[config.mk]
export PLATFORM = sky130hd
export DESIGN_NAME = idma_mc_ar_gen
export DESIGN_NICKNAME = d
export VERILOG_FILES = /design/src/rtl/idma_mc_ar_gen.sv
export SDC_FILE = /design/constraint.sdc
export NUM_CORES = 1
export LEC_CHECK = 0
export CORE_AREA = 3 3 243 245
export CTS_CLUSTER_SIZE = 8
export DETAILED_ROUTE_END_ITERATION = 10
export DIE_AREA = 0 0 246 248
export PLACE_DENSITY = 0.58
export SETUP_SLACK_MARGIN = 0.1
export SYNTH_ARGS = -nofsm -noshare
export SYNTH_HDL_FRONTEND = slang
export SYNTH_SLANG_ARGS = --single-unit
export TNS_END_PERCENT = 1
[constraint.sdc]
create_clock -name aclk -period 7.6 [get_ports aclk]
set_clock_uncertainty 0.15 [all_clocks]
set_input_delay 1.52 -clock aclk [delete_from_list [all_inputs] [get_ports aclk]]
set_output_delay 1.52 -clock aclk [all_outputs]
set_load 0.02 [all_outputs]
[src/rtl/idma_mc_ar_gen.sv]
// idma_mc_ar_gen
// ---------------------------------------------------------------------------
// Multi-channel AXI read-address generator for the iDMA data path. Each of
// NUM_CH channels accepts one linear read command (start address + beat
// count), splits it into AXI INCR bursts of at most 2^AXI_LENW beats, and
// the channels share a single AR port through a round-robin arbiter.
// Optional features: a per-channel limit on outstanding bursts and
// splitting bursts at 4 KB boundaries. R beats are only observed, to retire
// outstanding bursts by ID.
//
// Ports
//   aclk, aresetn        clock, asynchronous active-low reset
//   cmd_valid/cmd_ready  per-channel command handshake (ready = channel idle)
//   cmd_addr             packed per-channel start byte address
//   cmd_beats            packed per-channel total beat count
//   cfg_outstd           outstanding-burst limit per channel (0 means 16)
//   cfg_outstd_en        enable the outstanding limit
//   cfg_cross4k_en       1: bursts may cross 4 KB, 0: split at 4 KB
//   ar*                  AXI read-address channel (master side)
//   rvalid/rready/rlast  observed R handshake, rid identifies the channel
//   ch_done              one-cycle pulse when a channel's command completes
//   err_unexp_r          sticky: a burst retired with nothing outstanding,
//                        or with an ID outside the channel range
// ---------------------------------------------------------------------------
module idma_mc_ar_gen #(
    parameter int NUM_CH       = 4,
    parameter int AXI_DATA_WID = 256,
    parameter int AXI_ADDR_WID = 32,
    parameter int AXI_IDW      = 4,
    parameter int AXI_LENW     = 4,
    parameter int BEAT_WID     = 16
) (
    input  logic                           aclk,
    input  logic                           aresetn,
    input  logic [NUM_CH-1:0]              cmd_valid,
    output logic [NUM_CH-1:0]              cmd_ready,
    input  logic [NUM_CH*AXI_ADDR_WID-1:0] cmd_addr,
    input  logic [NUM_CH*BEAT_WID-1:0]     cmd_beats,
    input  logic [3:0]                     cfg_outstd,
    input  logic                           cfg_outstd_en,
    input  logic                           cfg_cross4k_en,
    output logic                           arvalid,
    output logic [AXI_IDW-1:0]             arid,
    output logic [AXI_ADDR_WID-1:0]        araddr,
    output logic [AXI_LENW-1:0]            arlen,
    output logic [2:0]                     arsize,
    output logic [1:0]                     arburst,
    output logic                           arlock,
    output logic [3:0]                     arcache,
    output logic [2:0]                     arprot,
    input  logic                           arready,
    input  logic                           rvalid,
    input  logic                           rready,
    input  logic                           rlast,
    input  logic [AXI_IDW-1:0]             rid,
    output logic [NUM_CH-1:0]              ch_done,
    output logic                           err_unexp_r
);

    localparam int BPB        = AXI_DATA_WID / 8;
    localparam int OFFW       = $clog2(BPB);
    localparam int MAXB       = 1 << AXI_LENW;
    localparam int PAGE_BEATS = 4096 / BPB;
    localparam int CHW        = (NUM_CH > 1) ? $clog2(NUM_CH) : 1;
    localparam int CW         = 32;   // working width for burst-length math

    typedef enum logic [1:0] {
        CH_IDLE,
        CH_ACTIVE,
        CH_DRAIN
    } ch_state_e;

    // Per-channel state
    ch_state_e               state_q [NUM_CH];
    ch_state_e               state_d [NUM_CH];
    logic [AXI_ADDR_WID-1:0] addr_q  [NUM_CH];
    logic [AXI_ADDR_WID-1:0] addr_d  [NUM_CH];
    logic [BEAT_WID-1:0]     rem_q   [NUM_CH];
    logic [BEAT_WID-1:0]     rem_d   [NUM_CH];
    logic [4:0]              ostd_q  [NUM_CH];
    logic [4:0]              ostd_d  [NUM_CH];

    // Burst sizing and arbitration
    logic [CW-1:0]           page_left [NUM_CH];
    logic [CW-1:0]           len       [NUM_CH];
    logic [NUM_CH-1:0]       elig;
    logic [4:0]              limit_eff;
    logic                    ar_free;
    logic                    cand_found;
    logic [CHW-1:0]          cand_idx;
    logic                    grant;
    logic [CHW-1:0]          rr_q, rr_d;

    // Retire path
    logic                    retire;
    logic                    rid_ok;
    logic                    err_d;

    assign arsize  = 3'(OFFW);
    assign arburst = 2'b01;
    assign arlock  = 1'b0;
    assign arcache = 4'b0000;
    assign arprot  = 3'b000;

    assign ar_free = !arvalid || arready;
    assign retire  = rvalid && rready && rlast;
    assign rid_ok  = 32'(rid) < 32'(NUM_CH);

    // A disabled limit still caps the 5-bit counter at 16.
    always_comb begin
        limit_eff = 5'd16;
        if (cfg_outstd_en && cfg_outstd != 4'd0) begin
            limit_eff = {1'b0, cfg_outstd};
        end
    end

    // Completion is visible as soon as a draining channel has nothing in
    // flight; the channel can take its next command in that same cycle.
    always_comb begin
        for (int c = 0; c < NUM_CH; c++) begin
            ch_done[c]   = (state_q[c] == CH_DRAIN) && (ostd_q[c] == 5'd0);
            cmd_ready[c] = (state_q[c] == CH_IDLE) || ch_done[c];
        end
    end

    // Burst length per channel: min(rem, MAXB[, beats left in 4 KB page]).
    // Addresses are beat-aligned, so the page remainder is a whole count.
    always_comb begin
        for (int c = 0; c < NUM_CH; c++) begin
            page_left[c] = CW'(PAGE_BEATS) - CW'(addr_q[c][11:OFFW]);
            len[c]       = CW'(rem_q[c]);
            if (len[c] > CW'(MAXB)) begin
                len[c] = CW'(MAXB);
            end
            if (!cfg_cross4k_en && len[c] > page_left[c]) begin
                len[c] = page_left[c];
            end
            elig[c] = (state_q[c] == CH_ACTIVE) && (rem_q[c] != '0) &&
                      (ostd_q[c] < limit_eff);
        end
    end

    // Round-robin: scan from rr_q (the channel after the last grant).
    always_comb begin
        cand_found = 1'b0;
        cand_idx   = '0;
        for (int i = 0; i < NUM_CH; i++) begin
            int idx;
            idx = int'(rr_q) + i;
            if (idx >= NUM_CH) begin
                idx = idx - NUM_CH;
            end
            if (!cand_found && elig[idx]) begin
                cand_found = 1'b1;
                cand_idx   = CHW'(idx);
            end
        end
    end

    assign grant = cand_found && ar_free;

    always_comb begin
        rr_d = rr_q;
        if (grant) begin
            rr_d = (int'(cand_idx) == NUM_CH - 1) ? '0 : cand_idx + CHW'(1);
        end
    end

    // Per-channel next state.
    always_comb begin
        // NOTE: every signal driven here gets a default first, so a path that
        // does not assign it keeps the registered value instead of a latch.
        err_d = err_unexp_r;
        if (retire && !rid_ok) begin
            err_d = 1'b1;
        end
        for (int c = 0; c < NUM_CH; c++) begin
            logic granted;
            logic retired;
            logic load;
            state_d[c] = state_q[c];
            addr_d[c]  = addr_q[c];
            rem_d[c]   = rem_q[c];
            ostd_d[c]  = ostd_q[c];

            granted = grant && (cand_idx == CHW'(c));
            retired = retire && (32'(rid) == 32'(c));
            load    = cmd_valid[c] && cmd_ready[c];

            // A retire against an empty counter is an error and is dropped.
            if (retired && ostd_q[c] == 5'd0) begin
                err_d = 1'b1;
            end
            if (granted && !(retired && ostd_q[c] != 5'd0)) begin
                ostd_d[c] = ostd_q[c] + 5'd1;
            end else if (!granted && retired && ostd_q[c] != 5'd0) begin
                ostd_d[c] = ostd_q[c] - 5'd1;
            end

            if (load) begin
                addr_d[c]  = cmd_addr[c*AXI_ADDR_WID +: AXI_ADDR_WID] &
                             ~AXI_ADDR_WID'(BPB - 1);
                rem_d[c]   = cmd_beats[c*BEAT_WID +: BEAT_WID];
                state_d[c] = (cmd_beats[c*BEAT_WID +: BEAT_WID] == '0) ?
                             CH_DRAIN : CH_ACTIVE;
            end else begin
                unique case (state_q[c])
                    CH_IDLE: ;
                    CH_ACTIVE: begin
                        if (granted) begin
                            addr_d[c] = addr_q[c] + (AXI_ADDR_WID'(len[c]) << OFFW);
                            rem_d[c]  = rem_q[c] - BEAT_WID'(len[c]);
                            if (CW'(rem_q[c]) == len[c]) begin
                                state_d[c] = CH_DRAIN;
                            end
                        end else if (rem_q[c] == '0) begin
                            state_d[c] = CH_DRAIN;
                        end
                    end
                    CH_DRAIN: begin
                        if (ostd_q[c] == 5'd0) begin
                            state_d[c] = CH_IDLE;
                        end
                    end
                    default: state_d[c] = CH_IDLE;
                endcase
            end
        end
    end

    always_ff @(posedge aclk or negedge aresetn) begin
        if (!aresetn) begin
            // NOTE: the per-channel arrays are small flop banks, not RAM, so
            // they are reset like any other control register.
            for (int c = 0; c < NUM_CH; c++) begin
                state_q[c] <= CH_IDLE;
                addr_q[c]  <= '0;
                rem_q[c]   <= '0;
                ostd_q[c]  <= '0;
            end
            rr_q        <= '0;
            err_unexp_r <= 1'b0;
        end else begin
            // NOTE: non-blocking assignments so every flop samples the
            // pre-edge values computed by the combinational blocks.
            for (int c = 0; c < NUM_CH; c++) begin
                state_q[c] <= state_d[c];
                addr_q[c]  <= addr_d[c];
                rem_q[c]   <= rem_d[c];
                ostd_q[c]  <= ostd_d[c];
            end
            rr_q        <= rr_d;
            err_unexp_r <= err_d;
        end
    end

    // AR output register: loads only when free, so a stalled request keeps
    // address, length and ID stable until it is accepted.
    always_ff @(posedge aclk or negedge aresetn) begin
        if (!aresetn) begin
            arvalid <= 1'b0;
            araddr  <= '0;
            arlen   <= '0;
            arid    <= '0;
        end else if (grant) begin
            arvalid <= 1'b1;
            araddr  <= addr_q[cand_idx];
            arlen   <= AXI_LENW'(len[cand_idx] - CW'(1));
            arid    <= AXI_IDW'(cand_idx);
        end else if (arready) begin
            arvalid <= 1'b0;
        end
    end

endmodule

==> results of run 1 <==
placed cells by master (no fill, tap or decap), drive strengths merged, types with 12 or more instances in the layout:
| cell type | instances |
|---|---|
| nor2b | 32 |
| o211ai | 19 |
| a221o | 36 |
| nand2b | 20 |
| a211oi | 16 |
| o21bai | 12 |
| dfrtp | 237 |
| and2 | 22 |
| nor3 | 62 |
| or2 | 16 |
| a22oi | 31 |
| xor2 | 78 |
| xnor2 | 69 |
| clkbuf | 43 |
| nand2 | 359 |
| mux2i | 32 |
| o31ai | 13 |
| nor3b | 12 |
| nor4 | 39 |
| o22ai | 21 |
| nand3 | 73 |
| and3 | 30 |
| a21oi | 144 |
| buf | 32 |
| ha | 193 |
| o21ai | 218 |
| nor2 | 218 |
| o21a | 19 |
| a21o | 45 |
| inv | 107 |
| nand4 | 21 |
| clkdlybuf4s50 | 233 |
| or3 | 19 |
| a31oi | 23 |
| fa | 12 |
| conb | 92 |
cells by family (layout without fill, tap and decap cells):
kind of cell / after synthesis / count (layout) / synth area share [%]
AOI/OAI and AO/OA: 675 / 675 / 21.8
xor gates and xnor gates: 147 / 147 / 6.44
adders and majority gates: 205 / 205 / 13.3
buffers and inverters: 219 / 418 / 4.73
DFF: 237 / 237 / 29.7
muxes: 42 / 42 / 2.17
other: 2 / 92 / 0.0376
and+or+nand+nor: 946 / 946 / 21.9
metal layers:
metal	share of wire [%]	wire length, um	global-route usage, %	vias up
li1	-	-	-	9354
met1	45	32000	30.9	9404
met2	45	32000	36.3	535
met3	5.5	3880	3.14	107
met4	3.8	2680	8.72	2
met5	0.018	13	0	-
where the power goes:
part | leakage, nW | switching [mW] | internal [mW] | total, mW
Sequential | 2.87 | 0.818 | 1.92 | 2.74
Combinational | 7.39 | 4.63 | 3.19 | 7.81
Clock | 0.483 | 0.610 | 0.906 | 1.52
Total | 10.7 | 6.05 | 6.01 | 12.1
layout make-up:
type                            instances  area [um2]  area share, %
Multi-Input combinational cell       2107       13500           55.2
Clock buffer                           43         958           3.93
Inverter                              109         422           1.73
Clock inverter                          1        30.0          0.123
Sequential cell                       237        5930           24.3
Timing Repair Buffer                  265        2610           10.7
Tap cell                              765         957           3.93
registers in the layout, indices dropped and copies added, names as in the netlist:
name,flops
arvalid,1
ostd_q,20
araddr,27
addr_q,108
arlen,4
err_unexp_r,1
rem_q,64
arid,2
rr_q,2
state_q,8
metrics by stage:
step / hold WS [ns] / cells / utilization, % / total power, mW / area, um2
after floorplan: 0.311 / 2563 / - / 8.09 / 20300
after global placement: 0.318 / 3483 / 40.7 / 10.2 / 23400
after detailed placement: 0.324 / 3483 / 40.7 / 10.5 / 23400
after CTS: 0.334 / 3527 / 42.5 / 12.0 / 24400
after global routing: 0.359 / 3527 / 42.5 / 13.1 / 24400
final: 0.334 / 3527 / 42.5 / 12.1 / 24400
how the worst max path moves through the flow:
stage,slack [ns],from,to
after floorplan,1.74,addr_q[104],addr_q[127]
after global routing,0.58,rem_q[2],addr_q[25]
after global placement,0.86,cfg_outstd_en,ostd_q[19]
final,0.97,rem_q[2],addr_q[27]
after CTS,1.15,rem_q[2],addr_q[25]
after detailed placement,0.80,cfg_outstd_en,ostd_q[19]
worst reg2reg max path, stage by stage (launching register included):
cell and delay [ns]:
dfrtp_1 0.44, or4_1 0.63, a21oi_1 0.32, nand2_1 0.13, inv_1 0.07, ha_1 0.25, a21oi_1 0.15, a21oi_1 0.08
o21ai_1 0.57, nor2_1 0.08, a21oi_1 0.35, inv_1 0.19, fa_1 0.47, a21o_1 0.20, a21oi_1 0.23, o21bai_1 0.11
a2111oi_0 0.70, o31ai_1 0.25, a31o_2 0.33, a221o_1 0.40, nand3_1 0.14, xor2_1 0.16, o21ai_0 0.09
==> impl_metrics.tcl, run 1 <==
set metrics [dict create \
    status "complete, no violations" \
    cts_resized 0 \
    synth_edf_count 0 \
    async_flop_share_pct 100 \
    slowest_delay_ns 0.70 \
    worstSetupPathType "flop to flop" \
    cts_buffers 36 \
    worst_pin_slew_ns 0.997 \
    htreeDepth 2 \
    drc 0 \
    fmax_mhz 151 \
    coreArea_um2 57400 \
    arrival_ns 6.89 \
    antenna_found_initial 2 \
    vias_per_cell 5.50 \
    dp_slack_ns 0.800 \
    fin_ws_ns 0.972 \
    syn_inst 2473 \
    clock-sinks 237 \
    drt-initial-drc-count 1500 \
    ys_types 77 \
    cp.buffers_inverters 2 \
    synthTopCellsByCount "nand2_1 (359), dfrtp_1 (237), nor2_1 (216)" \
    insertedDiodeCount 0 \
    cts_hold_buffers 0 \
    syn_avg_cell_area_um2 8.08 \
    finalCritPeriodShare_pct 87.2 \
    finalHoldViolCount 0 \
    fp.dieH_um 248 \
    vias 19402 \
    clk_latency_ns 0.55 \
    place.gp.congestion 0.917 \
    yosysWarnings 0 \
    grt_setup_unrepaired "false" \
    cp.depth 22 \
    hold_path.class "flop to flop" \
    min-delay-start "araddr[14]" \
    detail_route.wirelength_um 70500 \
    crit_path_end_kind "flop" \
    seq_area_frac_synth_pct 29.7 \
    grt_max_degree 143 \
    ys_top_cells_by_area "dfrtp_1 (30%), ha_1 (12%), nand2_1 (6.7%)" \
    io_pins 275 \
    r2r_end "addr_q[27]" \
    fp.dieW_um 246 \
    drive_above_1_share_pct 4.20 \
    cts.clk_slew.worst_paths_ns 0.05 \
    min_path_cells 2 \
    antenna_left 0 \
    grt_pass1_vias 18945 \
    wire_per_inst_um 20.0 \
    place_hpwl_um 54400 \
    num-fill-cells 5743 \
    critPathSlowestCell "a2111oi_0" \
    slew_viol_final 0 \
    setup_viol 0 \
    crit_required_ns 7.86 \
    yosysTopAreaCell "dfrtp_1" \
    leakagePower_nw 10.7 \
    ir_drop_mv 0.247 \
    portBuffers 234 \
    max_slew_margin_pct 32.9 \
    row_count 88 \
    synthFlopType "dfrtp_1" \
    tns_ns 0 \
    start_util_pct 34.8 \
    post_cts_buffers 0 \
    start_kind "flop" \
    tritoncts "done" \
    ff2ff_path_depth 22 \
    power.density_nw_per_um2 495 \
    min_period_ns 6.63 \
    grt_usage_pct 22.6 \
    max_cap_violations 0 \
    cp_common_cell "a21oi_1" \
    path_cells "or4_1, a21oi_1, nand2_1, inv_1, ha_1, a21oi_1, a21oi_1, o21ai_1, nor2_1, a21oi_1, inv_1, fa_1, a21o_1, a21oi_1, o21bai_1, a2111oi_0, o31ai_1, a31o_2, a221o_1, nand3_1, xor2_1, o21ai_0" \
    r2r_start "rem_q[2]" \
    cpLargestDelayFamily "compound AO/OA/AOI/OAI gates" \
    grt_first_pass_wirelength_um 108000 \
    clockBufferDepth 3 \
    overflow 0 \
    timing.reg2reg.setup_slack_ns 0.97 \
    netlist_area_um2 20000 \
    yosysMostFrequentCell "nand2_1" \
    final_net_count 3173 \
    cts-root-buf "clkbuf_16" \
    dieArea_um2 61000 \
    syn2layout_area_growth_pct 21.9 \
    critical_path.max_fanout 10 \
    drtPass1Iterations 7 \
    synth_top_area_share_pct 29.7 \
    synth-seq-cells 237 \
    hold-path-endpoint "araddr[14]" \
]
Note: power is estimated with default switching activity, not from simulation.
==> run 2: changes to the inputs <==
--- a/config.mk
+++ b/config.mk
@@ -11,6 +11,7 @@
 export DIE_AREA = 0 0 246 248
 export PLACE_DENSITY = 0.58
 export SETUP_SLACK_MARGIN = 0.1
+export SKIP_LAST_GASP = 1
 export SYNTH_ARGS = -nofsm -noshare
 export SYNTH_HDL_FRONTEND = slang
 export SYNTH_SLANG_ARGS = --single-unit
==> results of run 2 <==
The final DEF is identical to that of run 1; final timing and power are the same.
